**src/rtl/button_repeat_encoder.sv**
```systemverilog
// Typematic encoder for a debounced button: step on press, auto-repeat while held,
// one-shot long-press flag and a saturating repeat counter.
module button_repeat_encoder #(
    parameter int unsigned INIT_DELAY    = 25000000,
    parameter int unsigned REPEAT_PERIOD = 10000000,
    parameter int unsigned LONG_PRESS    = 100000000,
    parameter int unsigned CW            = 27
) (
    input  logic       clk,
    input  logic       rst_n,
    input  logic       level,
    output logic       step,
    output logic       held,
    output logic       long_press,
    output logic [7:0] repeat_count
);

    typedef enum logic [1:0] {
        S_IDLE,
        S_WAIT,
        S_REPEAT
    } state_t;

    localparam logic [CW-1:0] INIT_LAST   = CW'(INIT_DELAY - 1);
    localparam logic [CW-1:0] REPEAT_LAST = CW'(REPEAT_PERIOD - 1);
    localparam logic [CW-1:0] LONG_LAST   = CW'(LONG_PRESS - 1);

    state_t        state_q, state_d;
    logic [CW-1:0] cnt_q, cnt_d;
    logic [CW-1:0] hold_cnt_q, hold_cnt_d;
    logic          long_done_q, long_done_d;
    logic          level_q;
    logic          step_q, step_d;
    logic          held_q, held_d;
    logic          long_press_q, long_press_d;
    logic [7:0]    repeat_count_q, repeat_count_d;
    logic          rise;

    assign rise = level & ~level_q;

    always_comb begin
        state_d        = state_q;
        cnt_d          = cnt_q;
        hold_cnt_d     = hold_cnt_q;
        long_done_d    = long_done_q;
        step_d         = 1'b0;
        long_press_d   = 1'b0;
        repeat_count_d = repeat_count_q;

        case (state_q)
            S_IDLE: begin
                if (rise) begin
                    step_d         = 1'b1;
                    state_d        = S_WAIT;
                    cnt_d          = '0;
                    hold_cnt_d     = '0;
                    long_done_d    = 1'b0;
                    repeat_count_d = '0;
                end
            end
            S_WAIT, S_REPEAT: begin
                // Release takes priority over any step or long-press due this cycle.
                if (!level) begin
                    state_d = S_IDLE;
                end else begin
                    if (cnt_q == ((state_q == S_WAIT) ? INIT_LAST : REPEAT_LAST)) begin
                        step_d         = 1'b1;
                        cnt_d          = '0;
                        state_d        = S_REPEAT;
                        repeat_count_d = (repeat_count_q == 8'hFF) ? repeat_count_q
                                                                    : repeat_count_q + 8'd1;
                    end else begin
                        cnt_d = cnt_q + CW'(1);
                    end

                    if (!long_done_q) begin
                        if (hold_cnt_q == LONG_LAST) begin
                            long_press_d = 1'b1;
                            long_done_d  = 1'b1;
                        end else begin
                            hold_cnt_d = hold_cnt_q + CW'(1);
                        end
                    end
                end
            end
            default: state_d = S_IDLE;
        endcase

        held_d = (state_d != S_IDLE);
    end

    // level_q resets high so a button already held at reset release is ignored.
    always_ff @(posedge clk or negedge rst_n) begin
        if (!rst_n) begin
            state_q        <= S_IDLE;
            cnt_q          <= '0;
            hold_cnt_q     <= '0;
            long_done_q    <= 1'b0;
            level_q        <= 1'b1;
            step_q         <= 1'b0;
            held_q         <= 1'b0;
            long_press_q   <= 1'b0;
            repeat_count_q <= '0;
        end else begin
            state_q        <= state_d;
            cnt_q          <= cnt_d;
            hold_cnt_q     <= hold_cnt_d;
            long_done_q    <= long_done_d;
            level_q        <= level;
            step_q         <= step_d;
            held_q         <= held_d;
            long_press_q   <= long_press_d;
            repeat_count_q <= repeat_count_d;
        end
    end

    assign step         = step_q;
    assign held         = held_q;
    assign long_press   = long_press_q;
    assign repeat_count = repeat_count_q;

endmodule

```
**config.mk**
```make
export PLATFORM = sky130hd
export DESIGN_NAME = button_repeat_encoder
export DESIGN_NICKNAME = d
export VERILOG_FILES = /design/src/rtl/button_repeat_encoder.sv
export SDC_FILE = /design/constraint.sdc
export NUM_CORES = 1
export LEC_CHECK = 0
export ABC_AREA = 1
export CAP_MARGIN = 10
export CORE_MARGIN = 2
export CORE_UTILIZATION = 45
export CTS_BUF_LIST = sky130_fd_sc_hd__clkbuf_8 sky130_fd_sc_hd__clkbuf_16
export DETAILED_ROUTE_END_ITERATION = 7
export PLACE_DENSITY_LB_ADDON = 0.08
export RECOVER_POWER = 25
export SLEW_MARGIN = 20
export SYNTH_ARGS = -nofsm -noshare
export SYNTH_HDL_FRONTEND = slang
export SYNTH_SLANG_ARGS = --single-unit
```
**constraint.sdc**
```tcl
create_clock -name clk -period 4.3 [get_ports clk]
set_input_delay 0.86 -clock clk [delete_from_list [all_inputs] [get_ports clk]]
set_output_delay 0.86 -clock clk [all_outputs]
set_load 0.005 [all_outputs]
```
---- Word level (Yosys, flattened, before mapping) ----
Cells that the tools add are included.
cells by class
  $add $sub $neg .......................... 3
  equal/unequal tests ..................... 11
  muxes and demuxes ....................... 30
  bitwise logic cells ..................... 2
  reduce and logical (&&, ||, !) cells .... 7
operators with widths
  cell                                                              count
  27-bit two-way mux                                                6
  27-bit one-hot mux with 2 select lines                            2
  27-bit by 1-bit adder with 27-bit output (second input constant)  2
  8-bit two-way mux                                                 4
  27-bit by 25-bit == test with 1-bit output                        1
  27-bit == test (second input constant)                            1
  25-bit two-way mux                                                1
  8-bit one-hot mux with 2 select lines                             1
  2-bit inequality test (second input constant)                     6
  1-bit two-way mux                                                 10
  5-bit AND reduction                                               2
  8-bit by 1-bit adder with 8-bit output (second input constant)    1
  8-bit == test (second input constant)                             1
  2-bit two-way mux                                                 3
  1-bit one-hot mux with 2 select lines                             2
  2-bit one-hot mux with 2 select lines                             1
  2-bit nonzero test                                                2
  3-bit AND reduction                                               1
  2-bit by 1-bit == test with 1-bit output (second input constant)  1
  2-bit == test (second input constant)                             1
  2-bit zero test                                                   1
  2-bit OR reduction                                                1
  1-bit AND                                                         1
  1-bit NOT                                                         1
word-level totals
  bits in registers ....................... 69
  bits of input ports ..................... 3
  output and inout bits ................... 11
  logic and storage cells ................. 62

---- Longest topological paths before layout ----
Gate-level depths: netlist (run 1).
  depth after elaboration ................. 7
  gate-level depth with buffers ........... 14
  gate-level depth less buffers ........... 13

---- Worst setup path before layout (run 1) ----
Ideal clock, no wire load.
  path type ............................... reg2reg
  from .................................... register state_q[0]
  to ...................................... register hold_cnt_q[6]
  library setup time ...................... 0.117 ns
  arrival ................................. 1.759 ns
  required time ........................... 4.183 ns
  setup slack ............................. 2.424 ns
  cell stages (with the launch flop) ...... 13
  buffers on the path ..................... 3
  clock period less this slack ............ 1.876 ns
  cells stage by stage .................... dfrtp_1 > inv_1 > ha_1 > buf_4 > inv_2 > o21ai_1 > o21ai_2 > nor2_2 > nand2_2 > buf_6 > buf_6 > nand3_1 > nand2_1
between the ends
  word-level cells in the longest chain between the ends .. 4
  elaborated cells on any way between the ends .. 11
  classes of those cells .................. eq/ne (6); mux (1); reduce/logical (4)
ends and longest elaborated chain
  element                                                                           RTL line  RTL
  from (decl)                                                                       28        state_t state_q, state_d;
  from (signal assigned)                                                            105       state_q <= state_d;
  2-bit by 1-bit == test with 1-bit output / 2-bit == test (equally long branches)  50        case (state_q)
  2-bit OR reduction                                                                50
  2-bit inequality test (no line) / 2-bit nonzero test (equally long branches)      n/a
  5-bit AND reduction (no line)                                                     n/a
  to (signal assigned)                                                              107       hold_cnt_q <= hold_cnt_d;
  to (decl)                                                                         30        logic [CW-1:0] hold_cnt_q, hold_cnt_d;
Parallel ways exist; a longest one is shown, timed or not.
A chain may end at the register's enable or synchronous reset.

---- Worst setup path after layout (run 1) ----
  from .................................... register state_q[0]
  to ...................................... register hold_cnt_q[5]
Same word-level chain as after synthesis.

==> impl_metrics.yaml, run 1 <==
run_status:
  status: "finished with violations"
  violations: "capacitance limit, slew limit"
worst_setup_path:
  cp_max_fo: 36
  start_kind: "flop"
  arrival_ns: 3.33
  required_ns: 4.55
  critical_path_class: "flop to flop"
  end_kind: "flop"
finish:
  drive_gt1_share_pct: 4.60
  syn_to_final_growth_pct: 7.15
  final_nets: 765
  postLayoutCellArea_um2: 5230
  final_common_cell: "nand2_1"
  finalNonFillerCells: 901
  layout_common_cells: "237 x nand2_1, 133 x nor2_1, 89 x inv_1, 73 x nand3_1, 68 x dfrtp_1"
  diodes: 0
synthesis:
  synth_cell_types: 33
  synth_area_um2: 4880
  synth_xor_area_share_pct: 5.56
  synth_top_family_by_area: "simple AND/OR/NAND/NOR gates"
  syn_inst: 753
  ys_seq_area_share_pct: 35.4
  netlist.area_leader.share_pct: 34.8
  synth_compound_area_share_pct: 2.54
  yosys.area_share.simple_pct: 45.2
  syn_nets: 762
  yosys_warnings: 0
  synth.top_cells.by_area: "dfrtp_1 35%, nand2_1 18%, nor2_1 10%"
  ys_ff_latch: 69
  syn_area_per_cell_um2: 6.49
  synth_top_area_cell: "dfrtp_1"
  synth_fa_ha_area_share_pct: 1.54
  synth_mux_area_share_pct: 0
sta:
  max_freq_mhz: 324
  finClkSkew_ns: 0.0135
  fin_crit_sh_pct: 71.7
  maxSlewViolCount: 70
  hold_viol: 0
  period_needed_ns: 3.08
  setup_viol: 0
  tightest_slew_ns: 1.76
  fin_ws_ns: 1.22
  rsz0062_at_grt: "false"
  setup_tns_ns: 0
  max-slew-margin-rel_pct: -17.6
floorplanning:
  fp.dieW_um: 108
  rows: 38
  pin_count: 14
  core_area_um2: 10700
  fp.dieArea_um2: 11700
  initial_core_util_pct: 45.6
  die_y_um: 108
place:
  hpwl_um: 8600
  dpl_worst_slack_ns: 1.19
  port_buffers: 13
  place_inst: 885
  dpl_cell_area_um2: 5050
  gp_congestion: 0.910
global_routing:
  antenna_found_initial: 0
  grt_pass1_wl_um: 21000
  grt_use_total_pct: 22.4
  first_global_vias: 4485
  grt_max_degree: 70
  grt-ovfl-total: 0
run:
  drv_cap: 1
hold_path:
  hp-class: "flop to flop"
clock_network:
  cts_sinks: 69
  cts.clk_slew.worst_paths_ns: 0.08
  root_buffer: "clkbuf_8"
  cts.repair.resized: 0
  post-cts-setup-buffers: 0
  hold_buffers: 0
  cts_tree: "done"
  cts_made_buffers: 9
  worstSkewPairLatency_ns: 0.36
  ctsLongestPathBuffers: 2
  cts_max_level: 3
detailed_routing:
  route.antenna.remaining_nets: 0
  avgViaCountPerCell: 5.08
  drt_iter0_markers: 323
  post_drt_wl_per_cell_um: 13.2
  via_count: 4577
  wirelength_um: 11900
  dr.pass1.iters: 5
  drc: 0
power:
  p_leak_uw: 0.00242
  cellPowerDensity_nw_per_um2: 345
  peakVddDrop_mv: 0.186
logic make-up after synthesis:
logic type | Yosys count
adders and majority gates | 6
AOI/OAI and AO/OA | 21
xor gates and xnor gates | 31
and+or+nand+nor | 515
buffers and inverters | 111
DFF | 69
cells in the mapped netlist, drive strengths merged:
cell,n
o21bai,1
nor2,137
nor3b,2
ha,6
nor4,1
nor3,27
nand3b,1
xnor2,6
buf,18
or2,2
dfrtp,68
o22ai,1
dfstp,1
o21ai,13
clkbuf,4
xor2,25
a21oi,6
nand3,76
nand2,242
inv,89
nand4,27
area by class of cell:
type | count | area, um2
Inverter | 89 | 337
Clock inverter | 7 | 60.1
Sequential cell | 69 | 1730
Tap cell | 140 | 175
Multi-Input combinational cell | 573 | 2680
Fill cell | 1153 | 5470
Clock buffer | 9 | 124
Timing Repair Buffer | 14 | 133
path summary, 6_finish.rpt:
| kind | startpoint | endpoint | depth (start not counted) | slack [ns] |
|---|---|---|---|---|
| max in group asynchronous | rst_n | hold_cnt_q[19] | 1 | 2.28 |
| worst max-delay path | state_q[0] | hold_cnt_q[5] | 9 | 1.22 |
| worst max register to register | state_q[0] | hold_cnt_q[5] | 9 | 1.22 |
| worst min-delay path | long_done_q | long_press | 1 | 0.51 |
| worst min register to register | long_done_q | long_press | 1 | 0.51 |
| min in group asynchronous | rst_n | cnt_q[2] | 1 | 0.95 |
state kept, by name (all words and copies together), names as in the netlist:
name,count
held,1
repeat_count,8
long_press,1
hold_cnt_q,27
step,1
cnt_q,27
state_q,2
level_q,1
long_done_q,1
critical path, stage by stage (launching register included):
cell and delay [ns]:
dfrtp_1 0.37, inv_1 0.06, ha_1 0.56, inv_2 0.40, o21ai_2 0.53, nor2_2 0.06, nand2_2 0.44, nand2_4 0.32
nand2_1 0.15, nand2_1 0.06
through the flow:
step                hold slack (ns)  total power, uW  utilization (%)
finish                        0.506             1810             48.9
global route                  0.522             1930             48.9
CTS                           0.518             1830             48.9
detailed placement            0.505             1300             47.2
global placement              0.497             1290             47.2
floorplan                     0.455             1180                -
power by group:
| part | switching [uW] | internal (uW) |
|---|---|---|
| logic | 408 | 141 |
| registers | 41.2 | 692 |
| clock network | 264 | 261 |
metal layers:
| metal | track usage, % | part of all wire (%) | wire (um) | vias to the layer above |
|---|---|---|---|---|
| met1 | 28.1 | 46 | 5520 | 2132 |
| met3 | 2.83 | 2.4 | 290 | 14 |
| met5 | 0 | 0 | 0 | - |
| met4 | 9.16 | 1.7 | 208 | 0 |
| li1 | - | - | - | 2366 |
| met2 | 39.1 | 49 | 5890 | 65 |
No activity file was read; power rests on OpenSTA's default activity.
==> run 2, diff against run 1 <==
==> constraint.sdc (replaced) <==
create_clock -name clk -period 2.7 [get_ports clk]
set_input_delay 0.54 -clock clk [delete_from_list [all_inputs] [get_ports clk]]
set_output_delay 0.54 -clock clk [all_outputs]
set_load 0.005 [all_outputs]
==> run 2 against run 1 <==
- non-clock buffer count is 9 higher
- the flow still finishes with violations (capacitance limit, slew limit)
- flip-flop and latch count stayed put
- die area unchanged
- worst hold slack worse by 0.017 ns
- design area rose by 1.0%
- total power up 61%
- clock power up 46%
- register-to-register slack got worse by 0.85 ns
- critical endpoint is now repeat_count[0]
==> impl_metrics.yaml, run 2 (synthesis results as in run 1) <==
worst_setup_path:
  cp_max_fo: 11
  start_kind: "flop"
  rr_worst_depth: 11
  arrival_ns: 2.60
  end_kind: "flop"
  ff2ff_setup_slack_ns: 0.37
  critical_path_class: "flop to flop"
  required_ns: 2.96
place:
  dpl_cell_area_um2: 5120
  port_buffers: 13
  hpwl_um: 8920
  place_inst: 894
  gp_congestion: 0.950
sta:
  tightest_slew_ns: 1.77
  finClkSkew_ns: 0.00875
  setup_tns_ns: 0
  maxSlewViolCount: 70
  max-slew-margin-rel_pct: -17.7
  fin_crit_sh_pct: 86.5
  period_needed_ns: 2.33
  setup_viol: 0
  max_freq_mhz: 428
  rsz0062_at_grt: "false"
  hold_viol: 0
floorplanning:
  pin_count: 14
  fp.dieArea_um2: 11700
  die_y_um: 108
  fp.dieW_um: 108
  rows: 38
  initial_core_util_pct: 45.6
  core_area_um2: 10700
hold_path:
  hold-path-cell-count: 1
  hp-class: "flop to flop"
detailed_routing:
  avgViaCountPerCell: 5.05
  route.antenna.remaining_nets: 0
  wirelength_um: 12300
  post_drt_wl_per_cell_um: 13.5
  dr.pass1.iters: 5
  drc: 0
  drt_iter0_markers: 249
  via_count: 4592
power:
  p_leak_uw: 0.00245
  power.total_uw: 2900
  cellPowerDensity_nw_per_um2: 549
  peakVddDrop_mv: 0.292
clock_network:
  hold_buffers: 0
  cts_tree: "done"
  ctsLongestPathBuffers: 2
  cts_max_level: 3
  post-cts-setup-buffers: 0
  cts.clk_slew.worst_paths_ns: 0.08
  root_buffer: "clkbuf_8"
  worstSkewPairLatency_ns: 0.37
  cts_made_buffers: 9
  cts.repair.resized: 0
  cts_sinks: 69
global_routing:
  grt-ovfl-total: 0
  grt_max_degree: 70
  grt_pass1_wl_um: 20800
  first_global_vias: 4377
  grt_use_total_pct: 22.6
  antenna_found_initial: 0
finish:
  diodes: 0
  final_common_cell: "nand2_1"
  final_nets: 774
  layout_common_cells: "237 x nand2_1, 133 x nor2_1, 88 x inv_1, 73 x nand3_1, 68 x dfrtp_1"
  finalNonFillerCells: 910
  drive_gt1_share_pct: 5.84
  postLayoutCellArea_um2: 5290
  syn_to_final_growth_pct: 8.22
run_status:
  status: "finished with violations"
  violations: "capacitance limit, slew limit"
run:
  drv_cap: 1
[run 2: worst paths after layout]
kind | startpoint | to
setup / recovery | state_q[1] | repeat_count[0]
hold / removal | long_done_q | long_press
setup reg to reg | state_q[1] | repeat_count[0]
hold reg to reg | long_done_q | long_press
max in group asynchronous | rst_n | held
min in group asynchronous | rst_n | cnt_q[7]
[run 2: critical path, cell delays in order, from the launching register on]
cell	delay (ns)
dfrtp_1	0.38
inv_1	0.09
ha_1	0.49
nor2_1	0.13
nor2_2	0.15
nand3_1	0.09
nor2_1	0.13
nand3_2	0.14
nand2_4	0.16
nand3_1	0.27
nand2_1	0.13
nand2_1	0.05
[run 2: per-layer routing]
metal | part of all wire [%] | global-route usage (%)
met1 | 46 | 28.9
met2 | 49 | 37.4
met3 | 2.1 | 3.25
met4 | 2.9 | 11.3
met5 | 0 | 0
[run 2: layout make-up]
type	count	area, um2
fillers	1129	5410
well taps	140	175
repair buffers	23	200
clock buffers	10	138
multi-input cells	573	2680
inverters	89	337
flip-flops and latches	69	1730
clock inverters	6	31.3
[run 2: where the power goes]
group / leakage [uW] / total (uW) / switching, uW / internal, uW
sequential: 0.000951 / 1170 / 66.8 / 1100
clock: 0.0000984 / 769 / 420 / 349
combinational: 0.00140 / 962 / 678 / 284
total: 0.00245 / 2900 / 1170 / 1730
[run 2: stage by stage]
step	hold slack, ns	utilization [%]	setup WS (ns)
2_1_floorplan	0.244	-	0.824
3_3_place_gp	0.475	47.8	0.249
3_5_place_dp	0.480	47.8	0.177
4_1_cts	0.336	49.4	0.330
5_1_grt	0.515	49.4	0.112
6_report	0.488	49.4	0.365
==> run 3, diff against run 2 <==
--- a/config.mk
+++ b/config.mk
@@ -9,7 +9,6 @@
 export CAP_MARGIN = 10
 export CORE_MARGIN = 2
 export CORE_UTILIZATION = 45
-export CTS_BUF_LIST = sky130_fd_sc_hd__clkbuf_8 sky130_fd_sc_hd__clkbuf_16
 export DETAILED_ROUTE_END_ITERATION = 7
 export PLACE_DENSITY_LB_ADDON = 0.08
 export RECOVER_POWER = 25
==> run 3 against run 2 <==
- the run still ends with capacitance limit, slew limit left
- global-route usage did not move
- flip-flop and latch count did not move
- combinational power barely moved
- wire length barely moved
==> impl_metrics.yaml, run 3 (synthesis results as in run 1) <==
worst_setup_path:
  cp_slowest_cell: "ha_1"
  arrival_ns: 2.60
  required_ns: 2.96
  cp_max_fo: 11
  end_kind: "flop"
  start_kind: "flop"
  critPathBufInv: 1
  crit_family: "simple AND/OR/NAND/NOR gates"
  path_cells: "inv_1 > ha_1 > nor2_1 > nor2_2 > nand3_1 > nor2_1 > nand3_2 > nand2_4 > nand3_1 > nand2_1 > nand2_1"
  critical_path_class: "flop to flop"
  crit_path_max_incr_delay_ns: 0.49
global_routing:
  antenna_found_initial: 0
  grt_max_degree: 70
  first_global_vias: 4377
  grt-ovfl-total: 0
  grt_use_total_pct: 22.6
  grt_pass1_wl_um: 20800
run:
  drv_cap: 1
sta:
  setup_tns_ns: 0
  max_freq_mhz: 428
  fin_crit_sh_pct: 86.5
  hold_ws_ns: 0.483
  fin_ws_ns: 0.365
  maxSlewViolCount: 70
  rsz0062_at_grt: "false"
  max-slew-margin-rel_pct: -17.8
  setup_viol: 0
  finClkSkew_ns: 0.00916
  period_needed_ns: 2.34
  tightest_slew_ns: 1.77
  hold_viol: 0
place:
  hpwl_um: 8920
  dpl_cell_area_um2: 5120
  port_buffers: 13
  dpl_worst_slack_ns: 0.177
  gp_congestion: 0.950
clock_network:
  cts.repair.resized: 0
  hold_buffers: 0
  root_buffer: "clkbuf_8"
  cts.clk_slew.worst_paths_ns: 0.08
  post-cts-setup-buffers: 0
  cts_tree: "done"
  cts_made_buffers: 9
  cts_max_level: 3
  cts_sinks: 69
  worstSkewPairLatency_ns: 0.37
  ctsLongestPathBuffers: 2
power:
  p_leak_uw: 0.00245
  cellPowerDensity_nw_per_um2: 550
  peakVddDrop_mv: 0.293
detailed_routing:
  dr.pass1.iters: 5
  wirelength_um: 12300
  via_count: 4599
  drc: 0
  route.antenna.remaining_nets: 0
  drt_iter0_markers: 250
  avgViaCountPerCell: 5.05
  post_drt_wl_per_cell_um: 13.5
floorplanning:
  rows: 38
  core_area_um2: 10700
  fp.dieArea_um2: 11700
  fp.dieW_um: 108
  die_y_um: 108
  initial_core_util_pct: 45.6
  pin_count: 14
run_status:
  status: "finished with violations"
  violations: "capacitance limit, slew limit"
finish:
  regArea_um2: 1730
  diodes: 0
  final_common_cell: "nand2_1"
  drive_gt1_share_pct: 5.84
  layout_common_cells: "237 x nand2_1, 133 x nor2_1, 86 x inv_1, 73 x nand3_1, 68 x dfrtp_1"
  postLayoutCellArea_um2: 5290
  fillCellCount: 1129
  syn_to_final_growth_pct: 8.22
  final_nets: 774
  multi_input_area_um2: 2680
hold_path:
  hp-class: "flop to flop"
==> run 3: worst paths after layout <==
kind / from / to / slack [ns] / depth (start not counted)
min in group asynchronous: rst_n / cnt_q[7] / 0.64 / 1
max in group asynchronous: rst_n / hold_cnt_q[18] / 1.01 / 1
max: state_q[1] / repeat_count[0] / 0.36 / 11
min reg2reg: long_done_q / long_press / 0.48 / 1
min: long_done_q / long_press / 0.48 / 1
max reg2reg: state_q[1] / repeat_count[0] / 0.36 / 11
==> run 3: layout make-up <==
| type | instances | share of cell area (%) |
|---|---|---|
| multi-input cells | 573 | 50.6 |
| flip-flops and latches | 69 | 32.7 |
| inverters | 89 | 6.37 |
| repair buffers | 23 | 3.79 |
| well taps | 140 | 3.31 |
| clock buffers | 12 | 2.75 |
| clock inverters | 4 | 0.450 |
==> run 3: power breakdown <==
group,total (uW),internal (uW),switching [uW],leakage [uW]
logic,962,284,678,0.00140
clock network,774,356,418,0.0000901
registers,1170,1100,67.2,0.000951
total,2900,1740,1160,0.00245
==> run 3: per-stage QoR <==
step / utilization [%] / power, uW / cells
after detailed placement: 47.8 / 2160 / 894
after global placement: 47.8 / 2140 / 894
final: 49.4 / 2900 / 910
after CTS: 49.4 / 2950 / 910
after global routing: 49.4 / 3100 / 910
after floorplan: - / 1880 / 753
==> run 3: metal layers <==
metal / global-route usage (%) / wire [um]
met5: 0 / 0
met4: 11.3 / 351
met3: 3.25 / 267
met2: 37.4 / 6030
met1: 28.9 / 5640
